--- config.mk ---
export PLATFORM = sky130hd
export DESIGN_NAME = ifetch_unit_flat
export DESIGN_NICKNAME = d
export VERILOG_FILES = /design/src/rtl/ifetch_unit_if.sv /design/src/rtl/ifetch_unit.sv /design/src/flat_wrapper.sv
export SDC_FILE = /design/constraint.sdc
export NUM_CORES = 1
export LEC_CHECK = 0
export CAP_MARGIN = 20
export CORE_UTILIZATION = 39
export CTS_CLUSTER_DIAMETER = 40
export DETAILED_ROUTE_END_ITERATION = 16
export GPL_ROUTABILITY_DRIVEN = 0
export PLACE_DENSITY_LB_ADDON = 0.25
export SLEW_MARGIN = 20
export SYNTH_ARGS = -nofsm -noshare
export SYNTH_HDL_FRONTEND = slang
export SYNTH_SLANG_ARGS = --single-unit
--- constraint.sdc ---
create_clock -name clk -period 9.12 [get_ports clk]
set_input_delay 1.824 -clock clk [delete_from_list [all_inputs] [get_ports clk]]
set_output_delay 1.824 -clock clk [all_outputs]
set_load 0.02 [all_outputs]
--- src/rtl/ifetch_unit_if.sv ---
// Instruction-memory read port between the fetch stage (master) and instruction memory (slave).
// One read outstanding at most; imem_addr is held while imem_rd is high.
interface ifetch_unit_if #(
    parameter int unsigned PC_WIDTH = 10
);
    logic                imem_rd;
    logic [PC_WIDTH-1:0] imem_addr;
    logic [31:0]         imem_data;
    logic                imem_ready;

    modport master (
        output imem_rd,
        output imem_addr,
        input  imem_data,
        input  imem_ready
    );

    modport slave (
        input  imem_rd,
        input  imem_addr,
        output imem_data,
        output imem_ready
    );
endinterface

--- src/rtl/ifetch_unit.sv ---
// Fetch stage: owns the PC, prefetches one instruction ahead into a single-entry buffer,
// applies branch/jump redirects and drops memory returns that a redirect made stale.
module ifetch_unit #(
    parameter int unsigned         PC_WIDTH = 10,
    parameter logic [PC_WIDTH-1:0] RESET_PC = '0
) (
    input  logic                clk,
    input  logic                reset,
    input  logic                fetch_req_i,
    input  logic                redirect_i,
    input  logic [PC_WIDTH-1:0] redirect_pc_i,
    ifetch_unit_if.master       imem,
    output logic [31:0]         instr_o,
    output logic                instr_valid_o,
    output logic [PC_WIDTH-1:0] instr_pc_o,
    output logic [PC_WIDTH-1:0] pc_o,
    output logic                busy_o,
    output logic                misaligned_o
);

    typedef enum logic [2:0] {
        StIdle,
        StPrefetch,
        StDemand,
        StFull,
        StDrain
    } state_e;

    state_e              state_q, state_d;
    logic [PC_WIDTH-1:0] pc_q, pc_d;
    logic [PC_WIDTH-1:0] addr_q, addr_d;
    logic [PC_WIDTH-1:0] instr_pc_q, instr_pc_d;
    logic [31:0]         buf_q, buf_d;
    logic [31:0]         instr_q, instr_d;
    logic                pend_q, pend_d;
    logic                rd_q, rd_d;
    logic                valid_q, valid_d;
    logic                busy_q, busy_d;
    logic                mis_q, mis_d;

    logic                read_out;
    logic                req_pend;
    logic                deliver;
    logic                new_read;
    logic [31:0]         deliver_data;

    assign read_out = (state_q == StPrefetch) || (state_q == StDemand) || (state_q == StDrain);
    // A request is owed to the FSM if one arrives now or an earlier one is still unserved.
    assign req_pend = busy_q || fetch_req_i;

    always_comb begin
        state_d      = state_q;
        pc_d         = pc_q;
        addr_d       = addr_q;
        buf_d        = buf_q;
        pend_d       = pend_q;
        instr_d      = instr_q;
        instr_pc_d   = instr_pc_q;
        mis_d        = mis_q;
        deliver      = 1'b0;
        deliver_data = imem.imem_data;

        if (redirect_i) begin
            pc_d = {redirect_pc_i[PC_WIDTH-1:2], 2'b00};
            if (redirect_pc_i[1:0] != 2'b00) begin
                mis_d = 1'b1;
            end
            if (read_out && !imem.imem_ready) begin
                state_d = StDrain;
                pend_d  = req_pend;
            end else begin
                state_d = req_pend ? StDemand : StIdle;
                pend_d  = 1'b0;
            end
        end else begin
            unique case (state_q)
                StIdle: begin
                    state_d = fetch_req_i ? StDemand : StPrefetch;
                end
                StPrefetch: begin
                    if (imem.imem_ready) begin
                        if (fetch_req_i) begin
                            deliver = 1'b1;
                            state_d = StIdle;
                        end else begin
                            buf_d   = imem.imem_data;
                            state_d = StFull;
                        end
                    end else if (fetch_req_i) begin
                        state_d = StDemand;
                    end
                end
                StDemand: begin
                    if (imem.imem_ready) begin
                        deliver = 1'b1;
                        state_d = StIdle;
                    end
                end
                StFull: begin
                    if (fetch_req_i) begin
                        deliver      = 1'b1;
                        deliver_data = buf_q;
                        state_d      = StIdle;
                    end
                end
                StDrain: begin
                    if (imem.imem_ready) begin
                        state_d = (pend_q || fetch_req_i) ? StDemand : StIdle;
                        pend_d  = 1'b0;
                    end else if (fetch_req_i) begin
                        pend_d = 1'b1;
                    end
                end
                default: begin
                    state_d = StIdle;
                end
            endcase
        end

        if (deliver) begin
            instr_d    = deliver_data;
            instr_pc_d = pc_q;
            pc_d       = pc_q + PC_WIDTH'(4);
        end

        rd_d     = (state_d == StPrefetch) || (state_d == StDemand) || (state_d == StDrain);
        // A fresh read starts only when nothing is outstanding or the current one completes now.
        new_read = rd_d && (!read_out || imem.imem_ready);
        if (new_read) begin
            addr_d = pc_d;
        end

        valid_d = deliver;
        busy_d  = (state_d == StDemand) || ((state_d == StDrain) && pend_d);
    end

    always_ff @(posedge clk or posedge reset) begin
        if (reset) begin
            state_q    <= StIdle;
            pc_q       <= RESET_PC;
            addr_q     <= RESET_PC;
            instr_pc_q <= '0;
            buf_q      <= '0;
            instr_q    <= '0;
            pend_q     <= 1'b0;
            rd_q       <= 1'b0;
            valid_q    <= 1'b0;
            busy_q     <= 1'b0;
            mis_q      <= 1'b0;
        end else begin
            state_q    <= state_d;
            pc_q       <= pc_d;
            addr_q     <= addr_d;
            instr_pc_q <= instr_pc_d;
            buf_q      <= buf_d;
            instr_q    <= instr_d;
            pend_q     <= pend_d;
            rd_q       <= rd_d;
            valid_q    <= valid_d;
            busy_q     <= busy_d;
            mis_q      <= mis_d;
        end
    end

    assign imem.imem_rd   = rd_q;
    assign imem.imem_addr = addr_q;
    assign instr_o        = instr_q;
    assign instr_valid_o  = valid_q;
    assign instr_pc_o     = instr_pc_q;
    assign pc_o           = pc_q;
    assign busy_o         = busy_q;
    assign misaligned_o   = mis_q;

endmodule
--- src/flat_wrapper.sv ---
// flat-port wrapper written by rule: the top's interface ports become plain ports
module ifetch_unit_flat 
#(
    parameter int unsigned         PC_WIDTH = 10,
    parameter logic [PC_WIDTH-1:0] RESET_PC = '0
)
  (clk, reset, fetch_req_i, redirect_i, redirect_pc_i, instr_o, instr_valid_o, instr_pc_o, pc_o, busy_o, misaligned_o, imem_imem_rd, imem_imem_addr, imem_imem_data, imem_imem_ready);
  ifetch_unit_if #(.PC_WIDTH(PC_WIDTH)) imem_i ();
  input  logic clk;
  input  logic reset;
  input  logic fetch_req_i;
  input  logic redirect_i;
  input  logic [PC_WIDTH-1:0] redirect_pc_i;
  output logic [31:0] instr_o;
  output logic instr_valid_o;
  output logic [PC_WIDTH-1:0] instr_pc_o;
  output logic [PC_WIDTH-1:0] pc_o;
  output logic busy_o;
  output logic misaligned_o;
  output wire logic [$bits(imem_i.imem_rd)-1:0] imem_imem_rd;
  output wire logic [$bits(imem_i.imem_addr)-1:0] imem_imem_addr;
  input wire logic [$bits(imem_i.imem_data)-1:0] imem_imem_data;
  input wire logic [$bits(imem_i.imem_ready)-1:0] imem_imem_ready;
  assign imem_imem_rd = imem_i.imem_rd;
  assign imem_imem_addr = imem_i.imem_addr;
  assign imem_i.imem_data = imem_imem_data;
  assign imem_i.imem_ready = imem_imem_ready;
  ifetch_unit #(.PC_WIDTH(PC_WIDTH), .RESET_PC(RESET_PC)) u_core (.clk(clk), .reset(reset), .fetch_req_i(fetch_req_i), .redirect_i(redirect_i), .redirect_pc_i(redirect_pc_i), .imem(imem_i), .instr_o(instr_o), .instr_valid_o(instr_valid_o), .instr_pc_o(instr_pc_o), .pc_o(pc_o), .busy_o(busy_o), .misaligned_o(misaligned_o));
endmodule
==> impl_metrics.json <==
{
  "place_ws_ns": 4.48,
  "synth_cell_types": 47,
  "ff2ff_path_depth": 6,
  "status": "finished, final reports clean",
  "cp_num_cells": 6,
  "finalClockSkew_ns": 0.00994,
  "setup_tns_ns": 0,
  "crit_path_end_kind": "flip-flop",
  "drtPass1Iterations": 4,
  "ir_worst_vdd_v": 0.000159,
  "setup_viol": 0,
  "cp_top_family": "multiplexers",
  "fin_crit_ns": 4.32,
  "io_buffers": 112,
  "max_slew_margin": 0.335,
  "grt_pass1_wl_um": 15900,
  "dr_total_vias": 3219,
  "slowest_delay_ns": 0.92,
  "cts_tree": "yes",
  "final_max_slew_viol_count": 0,
  "clock.fmax_mhz": 231,
  "fin_util": 0.543,
  "r2r-end": "u_core.instr_o[12]",
  "clk_path_buf_depth": 2,
  "num_io_pins": 113,
  "endpoint": "u_core.imem.imem_addr[9]",
  "die-area_mm2": 0.0120,
  "root_buffer": "clkbuf_16",
  "critPathLaunchType": "input pin",
  "clkSlewWorstSetupHoldPaths_ns": 0.07,
  "yosysSeqAreaShare": 0.565,
  "synthTopCellsByArea": "dfrtp_1, mux2_2, mux2i_1",
  "rsz0062_at_grt": "false",
  "ant_nets": 0,
  "yosys_warnings": 0,
  "route.detailed.drc": 0,
  "overflow": 0,
  "synth_top_area_frac": 0.565,
  "syn_area_per_cell_um2": 12.3,
  "rr_startpoint": "u_core.state_q[1]",
  "die_y_um": 110,
  "layout-drive-gt1-share": 0.164,
  "worst_slew_pin_slew_ns": 0.995,
  "timing.max_cap.violations": 0,
  "crit_path_start": "redirect_i",
  "min_path_type": "flip-flop to flip-flop",
  "synth_async_sr_flop_share": 1.00,
  "drt_wl_total_um": 10000,
  "place_hpwl_um": 6710,
  "period_share": 0.474,
  "die_w_um": 110,
  "worstPathMaxFanout": 23,
  "path_cells": "clkdlybuf4s50_1, o21ai_0, o41ai_2, a21oi_2, mux2i_4, mux2_4",
  "initial_core_util": 0.408,
  "fin_ws_ns": 4.80,
  "power_leakage_uw": 0.00252,
  "antenna_found_initial": 0,
  "synth_top_cell_by_area": "dfrtp_1",
  "hold_viol_final": 0,
  "synth-edff-count": 0,
  "cts_sinks": 102,
  "syn_nets": 414,
  "netlist_instances": 366,
  "coreArea_mm2": 0.0111,
  "htree_levels": 3,
  "required_ns": 9.34,
  "track_usage": 0.173,
  "grt_max_degree": 72,
  "r2r_slack_ns": 6.66,
  "syn2layout_area_growth_pct": 33.1,
  "n_antenna_cell": 0,
  "grt_pass1_vias": 3269,
  "numCtsBuffers": 9,
  "path_buf_inv": 1,
  "cts_setup_buffers": 0,
  "ctsResizeCount": 0,
  "clk_latency_ns": 0.34,
  "drtIter0Drc": 122,
  "finalNetCount": 520,
  "netlist_area_mm2": 0.00452,
  "worst-setup-path-type": "input pin to flip-flop",
  "p_per_area_mw_per_mm2": 290,
  "synth_ff_type": "dfrtp_1",
  "ys_ff_latch": 102,
  "ctsHoldBuffers": 0,
  "slowest_stage": "clkdlybuf4s50_1",
  "arrival_ns": 4.54,
  "viasPerCell": 5.22,
  "rows": 38,
  "wl_per_cell_um": 16.2
}
==> cells by family (layout without fill, tap and decap cells) <==
family | after synthesis | in the layout | synth area share
mux | 86 | 86 | 0.216
simple gates | 79 | 79 | 0.0828
xor+xnor | 3 | 3 | 0.00748
fa+ha+maj | 1 | 1 | 0.00277
buf+inv | 30 | 141 | 0.0343
flops | 102 | 102 | 0.565
compound gates | 65 | 65 | 0.0914
==> worst min path at each step <==
stage / startpoint / endpoint / slack [ns] / depth (start not counted)
6_report: u_core.misaligned_o / u_core.misaligned_o / 0.48 / 1
5_1_grt: u_core.instr_pc_o[0] / u_core.instr_pc_o[0] / 0.51 / 1
4_1_cts: u_core.misaligned_o / u_core.misaligned_o / 0.49 / 1
3_5_place_dp: u_core.misaligned_o / u_core.misaligned_o / 0.46 / 1
3_3_place_gp: u_core.misaligned_o / u_core.misaligned_o / 0.46 / 1
2_1_floorplan: u_core.buf_q[30] / u_core.buf_q[30] / 0.48 / 1
==> worst register-to-register path, stage by stage, from the launching register on <==
cell      delay (ns)
dfrtp_1         0.64
nand3b_1        0.17
a211o_1         0.39
inv_2           0.31
buf_4           0.61
nor2_1          0.12
a21oi_1         0.14
==> state kept, by name, summed over array words and instances, names as in the netlist <==
| signal | cells |
|---|---|
| u_core.buf_q | 32 |
| u_core.instr_pc_o | 10 |
| u_core.instr_o | 32 |
| u_core.pc_o | 10 |
| u_core.instr_valid_o | 1 |
| u_core.misaligned_o | 1 |
| u_core.busy_o | 1 |
| u_core.state_q | 3 |
| u_core.imem.imem_addr | 10 |
| u_core.pend_q | 1 |
| u_core.imem.imem_rd | 1 |
==> cells in the final DEF (no fill, tap or decap), drive strengths merged, types with 4 or more instances in the layout <==
| cell type | instances |
|---|---|
| inv | 13 |
| nor3 | 4 |
| nand2 | 7 |
| nor2 | 44 |
| mux2i | 34 |
| dfrtp | 102 |
| clkbuf | 9 |
| nand2b | 4 |
| clkdlybuf4s50 | 112 |
| buf | 4 |
| mux2 | 52 |
| o21ai | 7 |
| a311oi | 7 |
| a21oi | 37 |
| nand3 | 7 |
==> cells in the mapped netlist, types with 4 or more instances <==
cell / number
buf_4: 4
a311oi_1: 7
nand2b_1: 4
mux2i_1: 33
inv_1: 7
dfrtp_1: 102
nand2_1: 7
mux2_1: 6
mux2_4: 10
nor2_1: 44
mux2_2: 36
nand3_1: 7
a21oi_1: 36
clkbuf_1: 4
o21ai_0: 7
buf_2: 10
==> stage by stage <==
| stage | area [um2] | hold WS (ns) | std cells | total power (uW) |
|---|---|---|---|---|
| after floorplan | 4520 | 0.479 | 366 | 1080 |
| after global placement | 5730 | 0.463 | 601 | 1380 |
| after detailed placement | 5730 | 0.461 | 601 | 1400 |
| after CTS | 6010 | 0.487 | 617 | 1760 |
| after global routing | 6010 | 0.514 | 617 | 1840 |
| final | 6010 | 0.480 | 617 | 1750 |
==> layer usage <==
layer,global-route usage,wire (um),vias to the layer above
li1,-,-,1510
met1,0.242,4770,1595
met2,0.272,4680,106
met3,0.0350,460,8
met4,0.0514,113,0
met5,0,0,-
==> power by group <==
part | internal (uW) | leakage (uW) | switching (uW)
clock network | 189 | 0.000139 | 173
registers | 613 | 0.00123 | 107
logic | 346 | 0.00116 | 317
total | 1150 | 0.00252 | 597
==> area by class of cell <==
class / count / area, um2
fillers: 989 / 5070
flip-flops and latches: 102 / 2550
multi-input cells: 234 / 1820
repair buffers: 116 / 1150
clock buffers: 9 / 225
well taps: 140 / 175
clock inverters: 7 / 55.1
inverters: 9 / 36.3
Note: power is estimated with default switching activity, not from simulation.
